## config.mk

```make
export PLATFORM = sky130hd
export DESIGN_NAME = pong_match_ctrl_flat
export DESIGN_NICKNAME = d
export VERILOG_FILES = /design/src/rtl/pong_match_ctrl_if.sv /design/src/rtl/pong_match_ctrl.sv /design/src/flat_wrapper.sv
export SDC_FILE = /design/constraint.sdc
export NUM_CORES = 1
export LEC_CHECK = 0
export CAP_MARGIN = 20
export CORE_ASPECT_RATIO = 1.4
export CORE_UTILIZATION = 49
export DETAILED_ROUTE_END_ITERATION = 16
export PLACE_DENSITY = 0.74
export SLEW_MARGIN = 5
export SYNTH_ARGS = -nofsm -noshare
export SYNTH_HDL_FRONTEND = slang
export SYNTH_SLANG_ARGS = --single-unit
```

## constraint.sdc

```tcl
create_clock -name clk_i -period 4.8 [get_ports clk_i]
set_input_delay 1.44 -clock clk_i [delete_from_list [all_inputs] [get_ports clk_i]]
set_output_delay 1.44 -clock clk_i [all_outputs]
set_load 0.01 [all_outputs]
```

## src/rtl/pong_match_ctrl_if.sv

```systemverilog
// Signal bundle between the pong match controller and the rest of the game.
// The controller sits on the slave side; the game logic or a bench drives the master side.
interface pong_match_ctrl_if #(
  parameter int SCORE_W = 4
);
  logic               new_frame_i;
  logic               start_i;
  logic               player_goal_i;
  logic               pc_goal_i;
  logic               play_en_o;
  logic               serve_o;
  logic               serve_dir_o;
  logic [SCORE_W-1:0] player_score_o;
  logic [SCORE_W-1:0] pc_score_o;
  logic               game_over_o;
  logic               winner_o;
  logic [2:0]         state_o;

  modport master (
    output new_frame_i, start_i, player_goal_i, pc_goal_i,
    input  play_en_o, serve_o, serve_dir_o, player_score_o, pc_score_o,
           game_over_o, winner_o, state_o
  );

  modport slave (
    input  new_frame_i, start_i, player_goal_i, pc_goal_i,
    output play_en_o, serve_o, serve_dir_o, player_score_o, pc_score_o,
           game_over_o, winner_o, state_o
  );
endinterface

```

## src/rtl/pong_match_ctrl.sv

```systemverilog
// Match sequencer for pong: start, serve delay, rally, point pause and game over,
// with score keeping and serve direction toward the player who conceded.
module pong_match_ctrl #(
  parameter int SCORE_W      = 4,
  parameter int WIN_SCORE    = 7,
  parameter int SERVE_FRAMES = 60,
  parameter int PAUSE_FRAMES = 90
) (
  input logic              clk_i,
  input logic              rst_i,
  pong_match_ctrl_if.slave bus
);

  typedef enum logic [2:0] {
    IDLE        = 3'd0,
    SERVE_WAIT  = 3'd1,
    PLAY        = 3'd2,
    POINT_PAUSE = 3'd3,
    GAME_OVER   = 3'd4
  } state_t;

  localparam logic [SCORE_W-1:0] WIN_VAL   = SCORE_W'(WIN_SCORE);
  localparam logic [7:0]         SERVE_CNT = 8'(SERVE_FRAMES);
  localparam logic [7:0]         PAUSE_CNT = 8'(PAUSE_FRAMES);

  state_t             state_reg, state_next;
  logic               start_prev_reg;
  logic [7:0]         frame_cnt_reg, frame_cnt_next;
  logic               play_en_reg, play_en_next;
  logic               serve_reg, serve_next;
  logic               serve_dir_reg, serve_dir_next;
  logic [SCORE_W-1:0] player_score_reg, player_score_next;
  logic [SCORE_W-1:0] pc_score_reg, pc_score_next;
  logic               winner_reg, winner_next;
  logic               start_evt;
  logic [SCORE_W-1:0] player_inc, pc_inc;
  logic [7:0]         frame_inc;

  assign start_evt  = bus.start_i & ~start_prev_reg;
  assign player_inc = player_score_reg + 1'b1;
  assign pc_inc     = pc_score_reg + 1'b1;
  assign frame_inc  = frame_cnt_reg + 8'd1;

  always_ff @(posedge clk_i) begin
    if (rst_i) begin
      state_reg        <= IDLE;
      start_prev_reg   <= 1'b1;
      frame_cnt_reg    <= '0;
      play_en_reg      <= 1'b0;
      serve_reg        <= 1'b0;
      serve_dir_reg    <= 1'b0;
      player_score_reg <= '0;
      pc_score_reg     <= '0;
      winner_reg       <= 1'b0;
    end else begin
      state_reg        <= state_next;
      start_prev_reg   <= bus.start_i;
      frame_cnt_reg    <= frame_cnt_next;
      play_en_reg      <= play_en_next;
      serve_reg        <= serve_next;
      serve_dir_reg    <= serve_dir_next;
      player_score_reg <= player_score_next;
      pc_score_reg     <= pc_score_next;
      winner_reg       <= winner_next;
    end
  end

  always_comb begin
    state_next        = state_reg;
    frame_cnt_next    = frame_cnt_reg;
    serve_next        = 1'b0;
    serve_dir_next    = serve_dir_reg;
    player_score_next = player_score_reg;
    pc_score_next     = pc_score_reg;
    winner_next       = winner_reg;

    case (state_reg)
      IDLE, GAME_OVER: begin
        if (start_evt) begin
          state_next        = SERVE_WAIT;
          serve_next        = 1'b1;
          frame_cnt_next    = '0;
          player_score_next = '0;
          pc_score_next     = '0;
          winner_next       = 1'b0;
        end
      end
      SERVE_WAIT: begin
        if (bus.new_frame_i) begin
          if (frame_inc == SERVE_CNT) begin
            state_next     = PLAY;
            frame_cnt_next = '0;
          end else begin
            frame_cnt_next = frame_inc;
          end
        end
      end
      PLAY: begin
        // Simultaneous goals are ambiguous, so the rally is simply replayed.
        if (bus.player_goal_i && bus.pc_goal_i) begin
          state_next     = SERVE_WAIT;
          serve_next     = 1'b1;
          frame_cnt_next = '0;
        end else if (bus.player_goal_i) begin
          player_score_next = player_inc;
          serve_dir_next    = 1'b1;
          frame_cnt_next    = '0;
          if (player_inc == WIN_VAL) begin
            state_next  = GAME_OVER;
            winner_next = 1'b0;
          end else begin
            state_next = POINT_PAUSE;
          end
        end else if (bus.pc_goal_i) begin
          pc_score_next  = pc_inc;
          serve_dir_next = 1'b0;
          frame_cnt_next = '0;
          if (pc_inc == WIN_VAL) begin
            state_next  = GAME_OVER;
            winner_next = 1'b1;
          end else begin
            state_next = POINT_PAUSE;
          end
        end
      end
      POINT_PAUSE: begin
        if (bus.new_frame_i) begin
          if (frame_inc == PAUSE_CNT) begin
            state_next     = SERVE_WAIT;
            serve_next     = 1'b1;
            frame_cnt_next = '0;
          end else begin
            frame_cnt_next = frame_inc;
          end
        end
      end
      default: begin
        state_next = IDLE;
      end
    endcase
  end

  // Registered so motion enables on exactly the cycle the state reads PLAY.
  assign play_en_next = (state_next == PLAY);

  assign bus.play_en_o      = play_en_reg;
  assign bus.serve_o        = serve_reg;
  assign bus.serve_dir_o    = serve_dir_reg;
  assign bus.player_score_o = player_score_reg;
  assign bus.pc_score_o     = pc_score_reg;
  assign bus.game_over_o    = (state_reg == GAME_OVER);
  assign bus.winner_o       = winner_reg;
  assign bus.state_o        = state_reg;

endmodule

```

## src/flat_wrapper.sv

```systemverilog
// flat-port wrapper written by rule: the top's interface ports become plain ports
module pong_match_ctrl_flat 
#(
  parameter int SCORE_W      = 4,
  parameter int WIN_SCORE    = 7,
  parameter int SERVE_FRAMES = 60,
  parameter int PAUSE_FRAMES = 90
)
  (clk_i, rst_i, bus_new_frame_i, bus_start_i, bus_player_goal_i, bus_pc_goal_i, bus_play_en_o, bus_serve_o, bus_serve_dir_o, bus_player_score_o, bus_pc_score_o, bus_game_over_o, bus_winner_o, bus_state_o);
  pong_match_ctrl_if #(.SCORE_W(SCORE_W)) bus_i ();
  input logic clk_i;
  input logic rst_i;
  input wire logic [$bits(bus_i.new_frame_i)-1:0] bus_new_frame_i;
  input wire logic [$bits(bus_i.start_i)-1:0] bus_start_i;
  input wire logic [$bits(bus_i.player_goal_i)-1:0] bus_player_goal_i;
  input wire logic [$bits(bus_i.pc_goal_i)-1:0] bus_pc_goal_i;
  output wire logic [$bits(bus_i.play_en_o)-1:0] bus_play_en_o;
  output wire logic [$bits(bus_i.serve_o)-1:0] bus_serve_o;
  output wire logic [$bits(bus_i.serve_dir_o)-1:0] bus_serve_dir_o;
  output wire logic [$bits(bus_i.player_score_o)-1:0] bus_player_score_o;
  output wire logic [$bits(bus_i.pc_score_o)-1:0] bus_pc_score_o;
  output wire logic [$bits(bus_i.game_over_o)-1:0] bus_game_over_o;
  output wire logic [$bits(bus_i.winner_o)-1:0] bus_winner_o;
  output wire logic [$bits(bus_i.state_o)-1:0] bus_state_o;
  assign bus_i.new_frame_i = bus_new_frame_i;
  assign bus_i.start_i = bus_start_i;
  assign bus_i.player_goal_i = bus_player_goal_i;
  assign bus_i.pc_goal_i = bus_pc_goal_i;
  assign bus_play_en_o = bus_i.play_en_o;
  assign bus_serve_o = bus_i.serve_o;
  assign bus_serve_dir_o = bus_i.serve_dir_o;
  assign bus_player_score_o = bus_i.player_score_o;
  assign bus_pc_score_o = bus_i.pc_score_o;
  assign bus_game_over_o = bus_i.game_over_o;
  assign bus_winner_o = bus_i.winner_o;
  assign bus_state_o = bus_i.state_o;
  pong_match_ctrl #(.SCORE_W(SCORE_W), .WIN_SCORE(WIN_SCORE), .SERVE_FRAMES(SERVE_FRAMES), .PAUSE_FRAMES(PAUSE_FRAMES)) u_core (.clk_i(clk_i), .rst_i(rst_i), .bus(bus_i));
endmodule
```

# Yosys cells after proc, flatten, opt, wreduce, memory -nomap -nowiden
# Index checks and enable logic that the tools add are counted.
# Widths: inputs -> output; s select.
# totals
in_bits	6
n_memories	0
mem_bits_rw	0
regBits	24
mem_bits_ro	0
latch_bits	0
# classes
bitwise	3
order_cmp	0
n_eq_ne	20
n_addsub	3
reduce_logical	11
muxes	42
multipliers	0
div_mod_pow	0
shift	0
# ops
operator	count
$mux 8	8
$pmux 8 s4	1
$mux 3	10
$mux 4	6
$pmux 4 s2	2
$mux 1	12
$ne 2x2->1 const B	6
$pmux 3 s4	1
$reduce_and 5->1	2
$eq 3x2->1 const B	3
$add 4x1->4 const B	2
$add 8x1->8 const B	1
$eq 4x3->1 const B	2
$eq 8x6->1 const B	1
$eq 8x7->1 const B	1
$ne 3x2->1 const B	2
$reduce_and 6->1	1
$ne 4x3->1 const B	1
$reduce_and 4->1	1
$reduce_bool 2->1	2
$reduce_bool 4->1	1
$eq 3x1->1 const B	1
$eq 3x3->1 const B	1
$logic_not 3->1	1
9 further kinds	10

# Logic depth before layout (Yosys ltp)
# Gate-level depths: netlist of the first run.
# logic_depth
ltp_word	8
mapped_depth	8
depth_no_buf	7

# Least setup slack after synthesis of the first run
# OpenSTA, ideal clock, no wires.
# synth_timing
path_type	input -> register
startpoint	in bus_pc_goal_i
endpoint	reg u_core.frame_cnt_reg[3]
stages	7
path_buffers	1
arrival_ps	2899
setup_slack_ps	1813
setup_ps	88
path_cell_list	ha_1 or4b_4 o32ai_4 or2_1 buf_4 nor3_2 nor4_2
# synth_between
elab_chain_len	3
elab_cells_between_ends	5
cone_classes	eq/ne (1); mux (2); reduce/logical (2)
# synth_rtl
element	line_no	text
start: declaration	flat_wrapper.sv:16	input wire logic [$bits(bus_i.pc_goal_i)-1:0] bus_pc_goal_i;
$logic_and 1x1->1	pong_match_ctrl.sv:100	if (bus.player_goal_i && bus.pc_goal_i) begin
$ne 4x3->1 (no line) or $mux 8 (tied branches)	-	
$reduce_and 5->1 (no line) or $pmux 8 s4 (tied branches)	-	
end signal: assignment	pong_match_ctrl.sv:58	frame_cnt_reg <= frame_cnt_next;
end: declaration	pong_match_ctrl.sv:28	logic [7:0] frame_cnt_reg, frame_cnt_next;
# Several ways; a longest one is shown, not always the timed one.
# A chain may end at the register's enable or synchronous reset.

# Worst setup path after layout of the first run
# layout_timing
startpoint	in bus_player_goal_i
endpoint	reg u_core.frame_cnt_reg[3]
# layout_between
elab_chain_len	3
elab_cells_between_ends	6
cone_classes	eq/ne (1); mux (3); reduce/logical (2)
# layout_rtl
element	line_no	text
start: declaration	flat_wrapper.sv:15	input wire logic [$bits(bus_i.player_goal_i)-1:0] bus_player_goal_i;
$mux 8 or $logic_and 1x1->1 (tied branches)	pong_match_ctrl.sv:104, pong_match_ctrl.sv:100	
$mux 8 or $ne 4x3->1 (tied branches)	-	
$pmux 8 s4 or $reduce_and 5->1 (tied branches)	-	
# Several ways; a longest one is shown, not always the timed one.

==> impl_metrics.ini, run 1 <==
[outcome]
status = finished, final reports clean

[logic_synthesis]
async_flop_share_pct = 0
ys_ff_latch = 24
synth_largest_area_cell = dfxtp_1
synthTopCellsByArea = dfxtp_1, ha_1, nor2_1
syn_nets = 218
synth.distinct_cells = 55
syn_area_per_cell_um2 = 8.09
synth-edff-count = 0
synth_top_area_share_pct = 29.1
yosys_warnings = 0
synth_flop_cell = dfxtp_1
ys_seq_area_share_pct = 29.1
syn_area_um2 = 1650
postSynthCellCount = 204

[global_route]
antenna_found_initial = 0
grt_util_all_layers_pct = 24.4
grt_pass1_vias = 1538
grt_first_pass_wirelength_mm = 6.86
grt-ovfl-total = 0
grt_max_degree = 21

[power]
power.leakage_nw = 0.701
p_switching_mw = 0.0854
combPwrFrac_pct = 9.6
peakVddDrop_uv = 115
switching_share_pct = 24.0
p_per_area_nw_per_um2 = 188
total_power_mw = 0.356
p_int_mw = 0.270
pwr-share-clk_pct = 33.7
pwr-share-seq_pct = 56.7

[drt]
totalWireLength_mm = 3.93
drc = 0
first_iter_violations = 50
postRouteAntennaNets = 0
via_per_inst = 6.09
vias = 1570
wl_per_cell_um = 15.2
first_pass_iters = 6

[floorplanning]
core_um2 = 3150
die_y_um = 70.7
die_area_um2 = 3610
die_w_um = 51.1
pin_count = 22
rows = 24
start_util_pct = 52.3

[setup_path]
crit_path_max_fanout = 9
crit_type = in2reg
cp-end-kind = flip-flop
crit_required_ns = 4.98
start_kind = input pin
crit_arrival_ns = 3.72

[placement]
dp_cells = 255
port_buffers = 21
preCtsSetupSlack_ns = 1.00
gp_congestion = 0.837
dpl.hpwl_mm = 2.92
dpl_cell_area_um2 = 1850

[sta]
post-route-min-period_ns = 3.55
max_freq_ghz = 0.282
rsz0062_at_grt = false
setup_ws_ns = 1.25
hold_viol = 0
fin_tns_setup_ns = 0
slew_viol_final = 0
slew_headroom_pct = 46.7
setup_violations = 0
whs_ns = 0.502
skew_ns = 0.00652
worst_pin_slew_ns = 0.797
fin_crit_sh_pct = 73.9

[run]
maxCapViolations = 0

[clock_tree]
clock-sinks = 24
cts.path.max_buffers = 2
post-cts-setup-buffers = 0
cts_resized = 0
cts-root-buf = clkbuf_8
path_clk_slew_ns = 0.08
cts_tree = done
cts_max_level = 1
clk-insertion-delay-late_ns = 0.27
hold_buffers = 0
cts_buffers = 3

[layout]
fin_cells = 258
layout-drive-gt1-share_pct = 5.94
diodes = 0
largest_reg_flops = 8
syn_to_final_growth_pct = 14.8
utilization_pct = 60.1
design_area_um2 = 1890
nets = 235

[min_path]
hp-class = reg2reg
-- worst max-delay path, cell delays in order --
cell and delay (ns):
clkdlybuf4s50_1 0.57, ha_1 0.34, or4b_4 0.54, o32ai_4 0.19, or2_1 0.28, nor3_2 0.10, nor4_2 0.27
-- path summary, 6_finish.rpt --
path / from / endpoint / slack, ns / cells past startpoint
worst min register to register: u_core.frame_cnt_reg[1] / u_core.frame_cnt_reg[1] / 0.50 / 2
worst max register to register: u_core.bus.state_o[0] / u_core.frame_cnt_reg[3] / 2.64 / 5
worst min-delay path: u_core.frame_cnt_reg[1] / u_core.frame_cnt_reg[1] / 0.50 / 2
worst max-delay path: bus_player_goal_i / u_core.frame_cnt_reg[3] / 1.25 / 7
-- per-layer routing --
metal,track usage [%],share of wire [%],vias to the layer above
met2,42.5,52,28
met3,3.23,2.3,9
met4,11.7,2.8,0
met5,0,0,-
li1,-,-,784
met1,28.6,43,749
-- final cells by class --
cell class / count / area [µm²]
Clock buffer: 3 / 41.3
Fill cell: 301 / 1260
Inverter: 10 / 37.5
Multi-Input combinational cell: 161 / 1080
Sequential cell: 24 / 480
Tap cell: 39 / 48.8
Timing Repair Buffer: 21 / 210
-- synthesized netlist by cell type, drive strengths merged (3+ instances only) --
cell	n
o21ai	10
nor3	10
nand3	8
a21o	3
a21oi	14
nor2	21
o211ai	4
nor4	4
or2	3
or3	3
a31oi	4
mux2i	4
nand2	16
nand3b	5
nor2b	5
nor3b	5
dfxtp	24
ha	8
inv	10
buf	7
-- power by group through the flow --
stage	clock network (mW)	logic (mW)	registers [mW]
final	0.120	0.0342	0.202
after global routing	0.130	0.0378	0.202
after CTS	0.123	0.0340	0.202
after detailed placement	0	0.0340	0.206
after global placement	0	0.0334	0.206
after floorplan	0	0.0244	0.206
-- cell families (layout without fill, tap and decap cells) --
kind of cell	Yosys count	in the layout	synth area share (%)
AND/OR/NAND/NOR	91	91	30.9
adder cells (fa/ha/maj)	8	8	6.07
flip-flops	24	24	29.1
AO/OA/AOI/OAI	56	56	24.8
multiplexers	4	4	2.43
XOR/XNOR	2	2	1.06
buffers and inverters	19	34	5.69
-- cell usage in the layout, fill, tap and decap left out, types with 2 or more instances in the layout --
cell type	instances
clkdlybuf4s50_1	21
o221ai_1	2
a21o_1	3
and2_1	2
nor2_1	21
nor3_1	9
inv_1	10
mux2i_1	4
o21a_1	2
o32a_1	2
nor3b_1	4
nor2b_1	5
o211ai_1	4
o211a_1	2
o21ai_0	10
a21oi_1	14
nand2_1	16
ha_1	8
clkbuf_8	3
a31oi_1	3
nor4_2	2
or3_1	3
or2_2	2
dfxtp_1	24
a22oi_1	2
nand3b_1	5
nand3_1	8
nor4_1	2
and3_1	2
(Power assumes the default switching activity.)
==> run 2: changes to the inputs <==
Settings changed: PLACE_DENSITY 0.74 to 0.77.
Clock period 4.8 ns to 2.9 ns, I/O delays scaled along.
==> impl_metrics.ini, run 2 (synthesis gave the netlist of run 1 again) <==
[drt]
drc = 0
totalWireLength_mm = 3.83
vias = 1565
wl_per_cell_um = 14.3
first_pass_iters = 7
first_iter_violations = 56
via_per_inst = 5.86
postRouteAntennaNets = 0

[placement]
port_buffers = 21
dpl_cell_area_um2 = 1910
dpl.hpwl_mm = 2.82
gp_congestion = 0.846
dp_cells = 263
preCtsSetupSlack_ns = -0.0425

[clock_tree]
cts_tree = done
clk-insertion-delay-late_ns = 0.26
cts_max_level = 1
cts.path.max_buffers = 2
path_clk_slew_ns = 0.08
hold_buffers = 0
cts_buffers = 3
cts_resized = 0
cts-root-buf = clkbuf_8
post-cts-setup-buffers = 0
clock-sinks = 24

[sta]
rsz0062_at_grt = false
skew_ns = 0.00224
setup_ws_ns = 0.252
worst_pin_slew_ns = 0.671
slew_viol_final = 0
post-route-min-period_ns = 2.65
fin_tns_setup_ns = 0
max_freq_ghz = 0.378
slew_headroom_pct = 55.1
fin_crit_sh_pct = 91.3
setup_violations = 0
hold_viol = 0

[setup_path]
cp_num_buf_inv = 4
crit_family = buffers and inverters
cp-startpoint = bus_player_goal_i
crit_path_max_fanout = 8
path_common_cell = inv_1
critPathSlowestCell = clkdlybuf4s50_1
crit_cells = 9
crit_required_ns = 3.08
max_stage_delay_ns = 0.47
cp-end-kind = flip-flop
cp_cell_sequence = clkdlybuf4s50_1, buf_4, inv_1, ha_1, inv_1, o32ai_4, nor2_1, mux2i_1, nor4_2
crit_end = u_core.frame_cnt_reg[4]
timing.rr.end = u_core.frame_cnt_reg[3]
rrSetupSlack_ns = 0.73
crit_arrival_ns = 2.83
ff2ff_path_depth = 5
start_kind = input pin
crit_type = in2reg
worstReg2RegStart = u_core.bus.state_o[0]

[layout]
final_common_cell = dfxtp_1
layout-drive-gt1-share_pct = 9.65
design_area_um2 = 1970
layout_common_cells = dfxtp_1, nor2_1, clkdlybuf4s50_1
syn_to_final_growth_pct = 19.3
diodes = 0
fin_cells = 267
largest_reg_flops = 8
nets = 243

[floorplanning]
rows = 24
die_area_um2 = 3610
die_y_um = 70.7
die_w_um = 51.1
pin_count = 22
core_um2 = 3150
start_util_pct = 52.3

[global_route]
grt_pass1_vias = 1534
antenna_found_initial = 0
grt_max_degree = 20
grt_util_all_layers_pct = 23.3
grt_first_pass_wirelength_mm = 6.50
grt-ovfl-total = 0

[outcome]
status = finished, final reports clean

[min_path]
hp-class = reg2reg

[power]
power.leakage_nw = 0.747
peakVddDrop_uv = 215
p_per_area_nw_per_um2 = 319
total_power_mw = 0.627

[run]
maxCapViolations = 0
-- run 2: cell type report --
cell class | count | area (µm²)
fill | 292 | 1180
multi-input combinational | 161 | 1080
sequential | 24 | 480
timing repair buffer | 29 | 270
clock buffer | 4 | 55.1
tap | 39 | 48.8
inverter | 10 | 37.5
-- run 2: how the worst min path moves through the flow --
stage / from / end / slack (ns) / depth (start not counted)
3_5_place_dp: u_core.bus.serve_dir_o / u_core.bus.serve_dir_o / 0.51 / 2
2_1_floorplan: u_core.frame_cnt_reg[1] / u_core.frame_cnt_reg[1] / 0.46 / 2
6_report: u_core.frame_cnt_reg[1] / u_core.frame_cnt_reg[1] / 0.51 / 2
4_1_cts: u_core.frame_cnt_reg[1] / u_core.frame_cnt_reg[1] / 0.52 / 2
5_1_grt: u_core.frame_cnt_reg[1] / u_core.frame_cnt_reg[1] / 0.56 / 2
3_3_place_gp: u_core.bus.serve_dir_o / u_core.bus.serve_dir_o / 0.49 / 2
-- run 2: report_power, final --
group	total [mW]	internal, mW	switching, mW	leakage, nW
Combinational	0.0656	0.0298	0.0358	0.524
Clock	0.228	0.121	0.106	0.0288
Sequential	0.334	0.331	0.00290	0.194
-- run 2: tightest hold or removal path: stages (launching register included) --
cell and delay [ns]:
dfxtp_1 0.34, nand2_1 0.06, a21oi_1 0.06
-- run 2: metal layers --
| metal | vias to the layer above | share of wire, % | GRT usage (%) |
|---|---|---|---|
| met5 | - | 0 | 0 |
| met4 | 0 | 1.5 | 8.02 |
| met3 | 6 | 2.2 | 2.58 |
| met2 | 21 | 54 | 45.9 |
| met1 | 736 | 42 | 24.3 |
| li1 | 802 | - | - |
-- run 2: metrics by stage --
step	util, %	hold slack, ns
after floorplan	-	0.457
after global placement	60.7	0.486
after detailed placement	60.7	0.505
after CTS	62.4	0.517
after global routing	62.4	0.555
final	62.4	0.509
==> run 3: changes to the inputs <==
Settings changed: CTS_CLUSTER_SIZE set to 40.
==> results of run 3 <==
Same layout as run 2: the final DEF is identical, and so are final timing and power.
